<file path="src/rtl/enc_8to3_hs_if.sv">
// Handshake bundle for the registered 8-to-3 encoder: input word stream
// (D/in_valid/in_ready) and encoded result stream (X/V/err/out_valid/out_ready).
interface enc_8to3_hs_if;
  logic [7:0] D;
  logic       in_valid;
  logic       in_ready;
  logic [2:0] X;
  logic       V;
  logic       err;
  logic       out_valid;
  logic       out_ready;

  modport master (
    output D, in_valid, out_ready,
    input  in_ready, X, V, err, out_valid
  );

  modport slave (
    input  D, in_valid, out_ready,
    output in_ready, X, V, err, out_valid
  );
endinterface

</file>
<file path="src/rtl/enc_8to3_hs.sv">
// Registered 8-to-3 encoder with a 2-entry output FIFO.
// Each accepted word is encoded to {X, V, err} and queued. A saturating
// counter tracks accepted words that were not exactly one-hot.
module enc_8to3_hs #(
  parameter int PRIORITY_HIGH = 1,
  parameter int CNT_W         = 8
) (
  input  logic             clk,
  input  logic             rst_n,
  enc_8to3_hs_if.slave     bus,
  input  logic             cnt_clr,
  output logic [CNT_W-1:0] err_cnt
);

  typedef struct packed {
    logic [2:0] x;
    logic       v;
    logic       err;
  } entry_t;

  entry_t     mem [2];
  logic       wr_ptr;
  logic       rd_ptr;
  logic [1:0] occ;

  logic       in_ready_q;
  logic       out_valid_q;
  entry_t     head_q;

  entry_t     enc;
  logic       push;
  logic       pop;
  logic       rd_nxt;
  logic [1:0] occ_nxt;

  // Combinational encode of the incoming word, priority selectable.
  always_comb begin
    enc.x = '0;
    if (PRIORITY_HIGH != 0) begin
      for (int unsigned i = 0; i < 8; i++)
        if (bus.D[i]) enc.x = 3'(i);
    end else begin
      for (int unsigned i = 8; i > 0; i--)
        if (bus.D[i-1]) enc.x = 3'(i - 1);
    end
    enc.v   = (bus.D != 8'd0);
    enc.err = !((bus.D != 8'd0) && ((bus.D & (bus.D - 8'd1)) == 8'd0));
  end

  // Handshake qualifiers and next-cycle FIFO bookkeeping.
  always_comb begin
    push    = bus.in_valid & in_ready_q;
    pop     = out_valid_q & bus.out_ready;
    rd_nxt  = pop ? ~rd_ptr : rd_ptr;
    occ_nxt = occ;
    if (push && !pop)      occ_nxt = occ + 2'd1;
    else if (!push && pop) occ_nxt = occ - 2'd1;
  end

  // FIFO storage, pointers and registered head/ready/valid outputs.
  // The head register is loaded with whatever entry will be at rd_nxt after
  // this edge (the incoming word if it lands there), so X/V/err are pure flops
  // and simply hold when the FIFO drains.
  always_ff @(posedge clk or negedge rst_n) begin
    if (!rst_n) begin
      wr_ptr      <= 1'b0;
      rd_ptr      <= 1'b0;
      occ         <= 2'd0;
      in_ready_q  <= 1'b0;
      out_valid_q <= 1'b0;
      head_q      <= '0;
      mem[0]      <= '0;
      mem[1]      <= '0;
    end else begin
      if (push) begin
        mem[wr_ptr] <= enc;
        wr_ptr      <= ~wr_ptr;
      end
      rd_ptr      <= rd_nxt;
      occ         <= occ_nxt;
      in_ready_q  <= (occ_nxt != 2'd2);
      out_valid_q <= (occ_nxt != 2'd0);
      if (occ_nxt != 2'd0) begin
        if (push && (wr_ptr == rd_nxt)) head_q <= enc;
        else                            head_q <= mem[rd_nxt];
      end
    end
  end

  // Saturating error counter; clear wins over increment.
  always_ff @(posedge clk or negedge rst_n) begin
    if (!rst_n) begin
      err_cnt <= '0;
    end else if (cnt_clr) begin
      err_cnt <= '0;
    end else if (push && enc.err && (err_cnt != '1)) begin
      err_cnt <= err_cnt + 1'b1;
    end
  end

  assign bus.in_ready  = in_ready_q;
  assign bus.out_valid = out_valid_q;
  assign bus.X         = head_q.x;
  assign bus.V         = head_q.v;
  assign bus.err       = head_q.err;

endmodule

</file>
<file path="src/flat_wrapper.sv">
// flat-port wrapper written by rule: the top's interface ports become plain ports
module enc_8to3_hs_flat 
#(
  parameter int PRIORITY_HIGH = 1,
  parameter int CNT_W         = 8
)
  (clk, rst_n, cnt_clr, err_cnt, bus_D, bus_in_valid, bus_out_ready, bus_in_ready, bus_X, bus_V, bus_err, bus_out_valid);
  enc_8to3_hs_if bus_i ();
  input  logic clk;
  input  logic rst_n;
  input  logic cnt_clr;
  output logic [CNT_W-1:0] err_cnt;
  input wire logic [$bits(bus_i.D)-1:0] bus_D;
  input wire logic [$bits(bus_i.in_valid)-1:0] bus_in_valid;
  input wire logic [$bits(bus_i.out_ready)-1:0] bus_out_ready;
  output wire logic [$bits(bus_i.in_ready)-1:0] bus_in_ready;
  output wire logic [$bits(bus_i.X)-1:0] bus_X;
  output wire logic [$bits(bus_i.V)-1:0] bus_V;
  output wire logic [$bits(bus_i.err)-1:0] bus_err;
  output wire logic [$bits(bus_i.out_valid)-1:0] bus_out_valid;
  assign bus_i.D = bus_D;
  assign bus_i.in_valid = bus_in_valid;
  assign bus_i.out_ready = bus_out_ready;
  assign bus_in_ready = bus_i.in_ready;
  assign bus_X = bus_i.X;
  assign bus_V = bus_i.V;
  assign bus_err = bus_i.err;
  assign bus_out_valid = bus_i.out_valid;
  enc_8to3_hs #(.PRIORITY_HIGH(PRIORITY_HIGH), .CNT_W(CNT_W)) u_core (.clk(clk), .rst_n(rst_n), .bus(bus_i), .cnt_clr(cnt_clr), .err_cnt(err_cnt));
endmodule
</file>
<file path="config.mk">
export PLATFORM = sky130hd
export DESIGN_NAME = enc_8to3_hs_flat
export DESIGN_NICKNAME = d
export VERILOG_FILES = /design/src/rtl/enc_8to3_hs_if.sv /design/src/rtl/enc_8to3_hs.sv /design/src/flat_wrapper.sv
export SDC_FILE = /design/constraint.sdc
export NUM_CORES = 1
export LEC_CHECK = 0
export CAP_MARGIN = 0
export CORE_MARGIN = 2
export CORE_UTILIZATION = 30
export CTS_CLUSTER_DIAMETER = 120
export DETAILED_ROUTE_END_ITERATION = 8
export HOLD_SLACK_MARGIN = 0.1
export PLACE_DENSITY = 0.55
export SLEW_MARGIN = 20
export SYNTH_ARGS = -nofsm -noshare
export SYNTH_HDL_FRONTEND = slang
export SYNTH_SLANG_ARGS = --single-unit
</file>
<file path="constraint.sdc">
create_clock -name clk -period 5.65 [get_ports clk]
set_clock_uncertainty 0.05 [all_clocks]
set_input_delay 1.13 -clock clk [delete_from_list [all_inputs] [get_ports clk]]
set_output_delay 1.13 -clock clk [all_outputs]
set_load 0.01 [all_outputs]
</file>
; After elaboration in Yosys (flattened, before gate mapping)
; Cells that the tools add are included.
[totals]
latchBits = 0
output_inout_bits = 15
n_memories = 0
mem_bits_rw = 0
input_bits = 13
word_cells = 65
reg_bits = 29
romBits = 0
[classes]
shifts = 0
n_eq_ne = 3
n_reduce_logical = 14
mul = 0
bitwise = 7
mux = 19
addsub = 4
n_lt_le_gt_ge = 3
div = 0
[ops]
columns = operator, n
row1 = $mux W5, 5
row2 = $mux W3, 6
row3 = $mux W8, 2
row4 = $bwmux W10, 1
row5 = $add A8 B1 Y8 const B, 1
row6 = $and A8 B8 Y8, 1
row7 = $logic_not A8 Y1, 1
row8 = $ne A8 B8 Y1 const B, 1
row9 = $reduce_bool A8 Y1, 1
row10 = $sub A8 B1 Y8 const B, 1
row11 = $logic_and A1 B1 Y1, 7
row12 = $demux W5 S1, 1
row13 = $ge A2 B2 Y1 const B, 2
row14 = $mux W2, 2
row15 = $not A1 Y2, 2
row16 = $reduce_bool A2 Y1, 2
row17 = $logic_not A1 Y1, 3
row18 = $add A2 B1 Y2 const B, 1
row19 = $and A1 B1 Y1, 2
row20 = $lt A2 B1 Y1 const B, 1
row21 = $mux W1, 2
row22 = $ne A2 B2 Y1 const B, 1
row23 = $not A1 Y1, 2
row24 = $sub A2 B1 Y2 const B, 1
row25 = $eq A1 B1 Y1, 1

; Logic depth before layout (Yosys ltp)
; Gate-level depths: netlist of run 1.
[logic_depth]
ltp_word = 9
depth_mapped = 7
mapped_depth_nobuf = 6

; Worst setup path before layout of run 1
; Ideal clock, no wire load.
[synth_timing]
path_type = in2reg
from = input bus_D[4]
to = register u_core.err_cnt[5]
n_path_buf = 1
required_ps = 5465
setup_time_ps = 135
setup_slack_ps = 2887
stages = 6
arrival_time_ps = 2578
cell_sequence = or4_1 a22oi_2 a32oi_2 buf_4 o41ai_1 a21oi_1
[synth_between]
elab_chain_cells = 8
elab_cells_between_ends = 9
cone_classes = add/sub: 1 / bitwise: 1 / reduce/logical: 7
[synth_lines]
columns = item, line_no
row1 = from (decl), flat_wrapper.sv:13  ; input wire logic [$bits(bus_i.D)-1:0] bus_D;
row2 = $sub A8 B1 Y8, enc_8to3_hs.sv:47  ; enc.err = !((bus.D != 8'd0) && ((bus.D & (bus.D - 8'd1)) == 8'd0));
row3 = $and A8 B8 Y8, enc_8to3_hs.sv:47
row4 = $logic_not A8 Y1, enc_8to3_hs.sv:47
row5 = $logic_and A1 B1 Y1 *, enc_8to3_hs.sv:47
row6 = $logic_not A1 Y1 *, enc_8to3_hs.sv:47
row7 = $logic_and A1 B1 Y1 * (2 in series), enc_8to3_hs.sv:96  ; end else if (push && enc.err && (err_cnt != '1)) begin
row8 = $reduce_bool A2 Y1 (no line) *, n/a
row9 = to (signal assigned), enc_8to3_hs.sv:97  ; err_cnt <= err_cnt + 1'b1;
row10 = to (decl), enc_8to3_hs.sv:12  ; output logic [CNT_W-1:0] err_cnt
; Mark *: on every way between the ends. The rest lies on a longest branch, timed or not.
; A chain may end at the register's enable or synchronous reset.

; Worst setup path after layout of run 1
[layout_timing]
from = input bus_D[5]
to = register u_core.err_cnt[3]
; The elaborated chain is that of the path after synthesis.

==> run metrics, run 1 <==
status finished, final reports clean; Max Buffers Root-to-Sink 2; Synth Register Bits 29; Arr. time, crit path between 3 and 4 ns; I/O Buffers 27; setup tns final 0 ns; final setup fails 0; Power Dens Cells 391 mW/mm²; clk slew on worst S/H paths 0.06 ns; vias per cell 5.17; drt first-iter violations 130; critical path's largest stage delay 0.59 ns; slew margin rel. 0.308; part of the power in registers 0.398; CP dominant cell by count or4_1; worst skew pair latency 0.27 ns; switching pwr roughly 260 µW; Die W 76 µm; Top-Level Pins 28; Sw Ratio 0.333; CTS Hold Bufs 0; Most used DFF post-synth dfrtp_1; fmax between 300 and 400 MHz; utilization after layout 0.392; # Post-CTS Setup Buffers 0; Tmin final 3.30 ns; Synth area leader dfrtp_1; synth top area cells dfrtp_1, mux2_2, nor2_1, a21oi_1, mux2i_1; EDFF count, synth 0; crit start category input pin; Clk pwr share 0.220; critical path class input pin to flip-flop; DR vias 1,334; DRT antenna net count 0; most frequent cells after synthesis dfrtp_1, nor2_1, a21oi_1; vias in the first global route approximately 1,400; RSZ-0062 raised after global routing no; CP Capture Type flip-flop; DRC 0; worst slew pin tran approximately 1 ns; Post-Syn Area 0.00156 mm²; Max-Cap Viols 0; dpl ws 2.09 ns; layout cell share with drive strength beyond 1 0.0904; sequential-to-total area share from yosys stat 0.467; Distinct cells, synth 38; Pleak 0.000755 µW; maximum vdd drop 0.000123 V; Fill cells 493; clk sink count 29; cells after synthesis 160; Max Transition Viols Final 0; Detail Placement HPWL 2510 µm; post-DR wirelength/cell 13.8 µm; first-pass GRT wire length 6040 µm; Total Nets Final 202; CP Cell Sequence clkdlybuf4s50_1 -> or4_1 -> a22oi_2 -> a32oi_2 -> or4_1 -> a21oi_1; antenna violations before repair 0; Synth Net Count around 170; Num CTS Buffers 5; Critical Path RT 5.79 ns; gp weighted congestion approximately 0.80; worst min path class flip-flop to flip-flop; Pre-Repair DR Iteration Count 4; Die Height approximately 76 µm; Synth warnings 0; Post-Synthesis Mean Instance Area 9.72 µm²; row count 26; Synth async-reset ratio 1.00; Area growth syn-to-layout 27.1%; final worst setup slack ~2.4 ns; slowest cell on the critical path or4_1; Fin. Hold Viols 0; Crit path max-delay family simple AND/OR/NAND/NOR gates; post_cts resized 0; Die ar. 0.00578 mm²; Int Power 515 µW; Pwr Total between 700 and 800 µW; Comb pwr share 0.382; # diodes 0; pin count of the biggest net entering global routing 30; buffer and inverter count on the worst path 1; H-tree depth 2; fin crit share 0.583; Synth top area share 0.467; final wirelength 3570 µm; gr usage total 0.129; CTS Root Cell clkbuf_8; core area 0.00504 mm²; Hold Slack about 0.44 ns; Crit Path Max Fanout 16; most frequent cell after synthesis dfrtp_1; global route overflow 0; TritonCTS clock tree yes; Starting Density 0.308
## final cells by class
| class | count | area, µm² | share of cell area |
|---|---|---|---|
| timing repair buffer | 28 | 278 | 0.141 |
| multi-input combinational | 118 | 777 | 0.393 |
| clock buffer | 7 | 86.3 | 0.0437 |
| inverter | 6 | 22.5 | 0.0114 |
| tap | 70 | 87.6 | 0.0443 |
| sequential | 29 | 726 | 0.367 |
## sequential cells by signal, indices dropped and copies added (netlist names), 2 cells and up
signal / count
u_core.bus.X: 3
u_core.err_cnt: 8
u_core.mem: 10
u_core.occ: 2
## worst reg2reg max path: cells and delay by family, from the launching register on
kind | cells | cell delay (ns)
simple gates | 2 | 0.41
compound gates | 1 | 0.54
flops | 1 | 0.38
xor+xnor | 1 | 0.20
mux | 1 | 0.41
## per-layer routing
layer / vias to the layer above / routed length, µm / GRT usage
li1: 639 / - / -
met1: 655 / 1530 / 0.144
met2: 33 / 1820 / 0.231
met3: 7 / 138 / 0.0332
met4: 0 / 81 / 0.0600
met5: - / 0 / 0
## kinds of logic after synthesis
family,Yosys count,synth area share
simple gates,61,0.204
compound gates,38,0.160
flops,29,0.467
buf+inv,13,0.0338
mux,12,0.0837
xor+xnor,6,0.0434
fa+ha+maj,1,0.00804
## power by group through the flow
stage | registers [µW] | logic [µW] | clock network, µW
after floorplan | 307 | 203 | 0
after global placement | 309 | 292 | 0
final | 308 | 295 | 170
after global routing | 317 | 331 | 184
after detailed placement | 311 | 301 | 0
after CTS | 308 | 302 | 176
## worst paths after layout
| check | startpoint | to | slack [ns] | depth (start not counted) |
|---|---|---|---|---|
| hold / removal | u_core.mem[0] | u_core.mem[0] | 0.44 | 2 |
| setup / recovery | bus_D[5] | u_core.err_cnt[3] | 2.35 | 6 |
| hold reg to reg | u_core.mem[0] | u_core.mem[0] | 0.44 | 2 |
| max in group asynchronous | rst_n | u_core.mem[8] | 4.07 | 2 |
| min in group asynchronous | rst_n | u_core.err_cnt[0] | 1.19 | 2 |
| setup reg to reg | u_core.bus.in_ready | u_core.bus.X[1] | 3.54 | 5 |
## cell usage in the layout (no fill, tap or decap), types with 3 or more instances in the layout
master | Yosys | final
a21oi_1 | 11 | 11
mux2i_1 | 4 | 4
clkdlybuf4s50_1 | 0 | 27
nand2_1 | 8 | 8
nor3_1 | 5 | 5
o21ai_0 | 8 | 7
mux2_2 | 8 | 8
o31ai_1 | 4 | 4
dfrtp_1 | 29 | 29
nor2_1 | 18 | 18
or4_1 | 5 | 5
inv_1 | 6 | 6
a31oi_1 | 5 | 5
xnor2_1 | 3 | 3
clkbuf_8 | 0 | 6
nand3_1 | 8 | 8
## metrics by stage
stage	instance area [µm²]	std cells
final	1980	258
after global routing	1980	258
after CTS	1980	258
after detailed placement	1890	251
after global placement	1890	251
after floorplan	1560	160
No activity file was read; power rests on OpenSTA's default activity.
==> run 2, diff against run 1 <==
--- a/config.mk
+++ b/config.mk
@@ -11,7 +11,7 @@
 export CTS_CLUSTER_DIAMETER = 120
 export DETAILED_ROUTE_END_ITERATION = 8
 export HOLD_SLACK_MARGIN = 0.1
-export PLACE_DENSITY = 0.55
+export PLACE_DENSITY = 0.56
 export SLEW_MARGIN = 20
 export SYNTH_ARGS = -nofsm -noshare
 export SYNTH_HDL_FRONTEND = slang
==> constraint.sdc (replaced) <==
create_clock -name clk -period 2.7 [get_ports clk]
set_clock_uncertainty 0.05 [all_clocks]
set_input_delay 0.54 -clock clk [delete_from_list [all_inputs] [get_ports clk]]
set_output_delay 0.54 -clock clk [all_outputs]
set_load 0.01 [all_outputs]
==> run 2 against run 1 <==
Global-route usage up 0.55 points; highest routed layer unchanged; register-to-register slack worse by 2.7 ns; clock power up 110%; count of clock-buffer cells in the layout down 2; final cell count up 7.4%; die area unchanged; sequential cell count unchanged.
==> run metrics, run 2 (synthesis gave the netlist of run 1 again) <==
antenna violations before repair 0 (unchanged); Tmin final around 2.5 ns; gr usage total 0.135 (+0.00555); Crit path max-delay family simple AND/OR/NAND/NOR gates; slew margin rel. 0.566 (+0.257); Area growth syn-to-layout 35.8%; CP Capture Type flip-flop; vias in the first global route 1,354 (unchanged); Die Height 76 µm (unchanged); Arr. time, crit path 2.69 ns (-0.74 ns); Num CTS Buffers 5 (unchanged); # Post-CTS Setup Buffers 0 (unchanged); DRC 0 (unchanged); worst skew pair latency 0.28 ns (about the same); Power Dens Cells 792 mW/mm² (+100%); Die ar. 0.00578 mm² (unchanged); Starting Density 0.308 (unchanged); fin crit share 0.939; fmax 394 MHz; most flop-heavy register u_core.mem; Top-Level Pins 28 (unchanged); Max Buffers Root-to-Sink 2 (unchanged); final worst setup slack 0.164 ns (-2.19 ns); RSZ-0062 raised after global routing no; gp weighted congestion 0.735 (-8.5%); Die W 76 µm (unchanged); final wirelength 3500 µm (-1.9%); CP Depth 6 (unchanged); most common cell after layout, fill and taps aside dfrtp_1; Int Power 1100 µW (+110%); I/O Buffers 27 (unchanged); worst slew pin tran 0.651 ns (-0.377 ns); commonest cells after routing, fill and taps aside dfrtp_1, clkdlybuf4s50_1, buf_4; Detail Placement HPWL 2550 µm (+1.6%); Comb pwr share 0.405 (+0.023); placed cell area 0.00203 mm² (+7.1%); fin area 0.00211 mm² (+6.8%); part of the power in registers 0.385 (-0.013); Fin. Hold Viols 0 (unchanged); Critical Path RT 2.85 ns (-2.94 ns); Max-Cap Viols 0 (unchanged); reg2reg path depth 7 (+2); layout cell share with drive strength beyond 1 0.179 (+0.0883); clk sink count 29 (unchanged); slowest cell on the critical path or4_1; Max Transition Viols Final 0 (unchanged); Hold Slack 0.432 ns (-0.00828 ns); Sw Ratio 0.340 (+0.00620); critical path's largest stage delay 0.57 ns (-0.02 ns); first-pass GRT wire length 6310 µm (+4.5%); switching pwr 568 µW (+120%); maximum vdd drop 0.000349 V (+180%); CP dominant cell by count or4_1; Pleak 0.000844 µW (+12%); dpl ws -0.156 ns (-2.25 ns); worst min path class flip-flop to flip-flop; final setup fails 0 (unchanged); global route overflow 0 (unchanged); Largest register FFs 10 (unchanged); # diodes 0 (unchanged); core area 0.00504 mm² (unchanged); DRT antenna net count 0 (unchanged); DR vias 1,341 (+0.52%); drt first-iter violations 66 (-49%); vias per cell 4.84 (-6.4%); CTS Root Cell clkbuf_8; H-tree depth 2 (unchanged); pin count of the biggest net entering global routing 30 (unchanged); TritonCTS clock tree yes; critical path class input pin to flip-flop; CP Cell Sequence clkdlybuf4s50_1 -> or4_1 -> a22oi_2 -> a32oi_2 -> or4_1 -> a21oi_1; Clk pwr share 0.209 (-0.011); row count 26 (unchanged); Crit Path Max Fanout 14 (-2); status finished, final reports clean; clk slew on worst S/H paths 0.07 ns (about the same); Hold Crit Depth 2 (unchanged); buffer and inverter count on the worst path 1 (unchanged); crit start category input pin; Total Nets Final 220 (+8.9%); post-DR wirelength/cell 12.6 µm (-8.6%); post_cts resized 0 (unchanged); utilization after layout 0.419 (+0.0268); Pre-Repair DR Iteration Count 4 (unchanged); CTS Hold Bufs 0 (unchanged)
## run 2: changes by cell type in the layout (fill, tap and decap cells not counted), sizes merged
cell      delta
buf         +18
clkinv       +2
clkinvlp     +1
clkbuf       -2
## run 2: power groups by stage
stage	combinational [µW]	sequential, µW	clock [µW]
finish	678	645	350
floorplan	426	642	0
global placement	679	648	0
global route	758	664	384
detailed placement	688	653	0
CTS	690	644	362
## run 2: area by class of cell
type,count,area [µm²]
Clock inverter,3,17.5
Sequential cell,29,726
Multi-Input combinational cell,118,777
Inverter,6,22.5
Fill cell,499,2930
Tap cell,70,87.6
Timing Repair Buffer,46,413
Clock buffer,5,68.8
## run 2: worst paths after layout
check	startpoint	to	slack, ns
max	bus_D[4]	u_core.err_cnt[4]	0.16
min	u_core.mem[0]	u_core.mem[0]	0.43
max reg2reg	u_core.err_cnt[0]	u_core.err_cnt[5]	0.80
min reg2reg	u_core.mem[0]	u_core.mem[0]	0.43
max in group asynchronous	rst_n	u_core.mem[9]	1.73
min in group asynchronous	rst_n	u_core.err_cnt[1]	0.58
## run 2: stage by stage
stage	setup TNS, ns	power [µW]	instances
floorplan	0	1070	160
global placement	-0.630	1330	269
detailed placement	-0.946	1340	269
CTS	0	1700	277
global route	0	1810	277
finish	0	1670	277
## run 2: tightest hold or removal path: stages (launching register included)
cell	delay (ns)
dfrtp_1	0.35
nand2_1	0.05
o21ai_0	0.06
## run 2: routing by layer
metal | up-vias | GRT usage | wire (µm)
met3 | 7 | 0.0344 | 159
met5 | - | 0 | 0
met2 | 25 | 0.214 | 1620
li1 | 679 | - | -
met1 | 630 | 0.176 | 1650
met4 | 0 | 0.0545 | 61
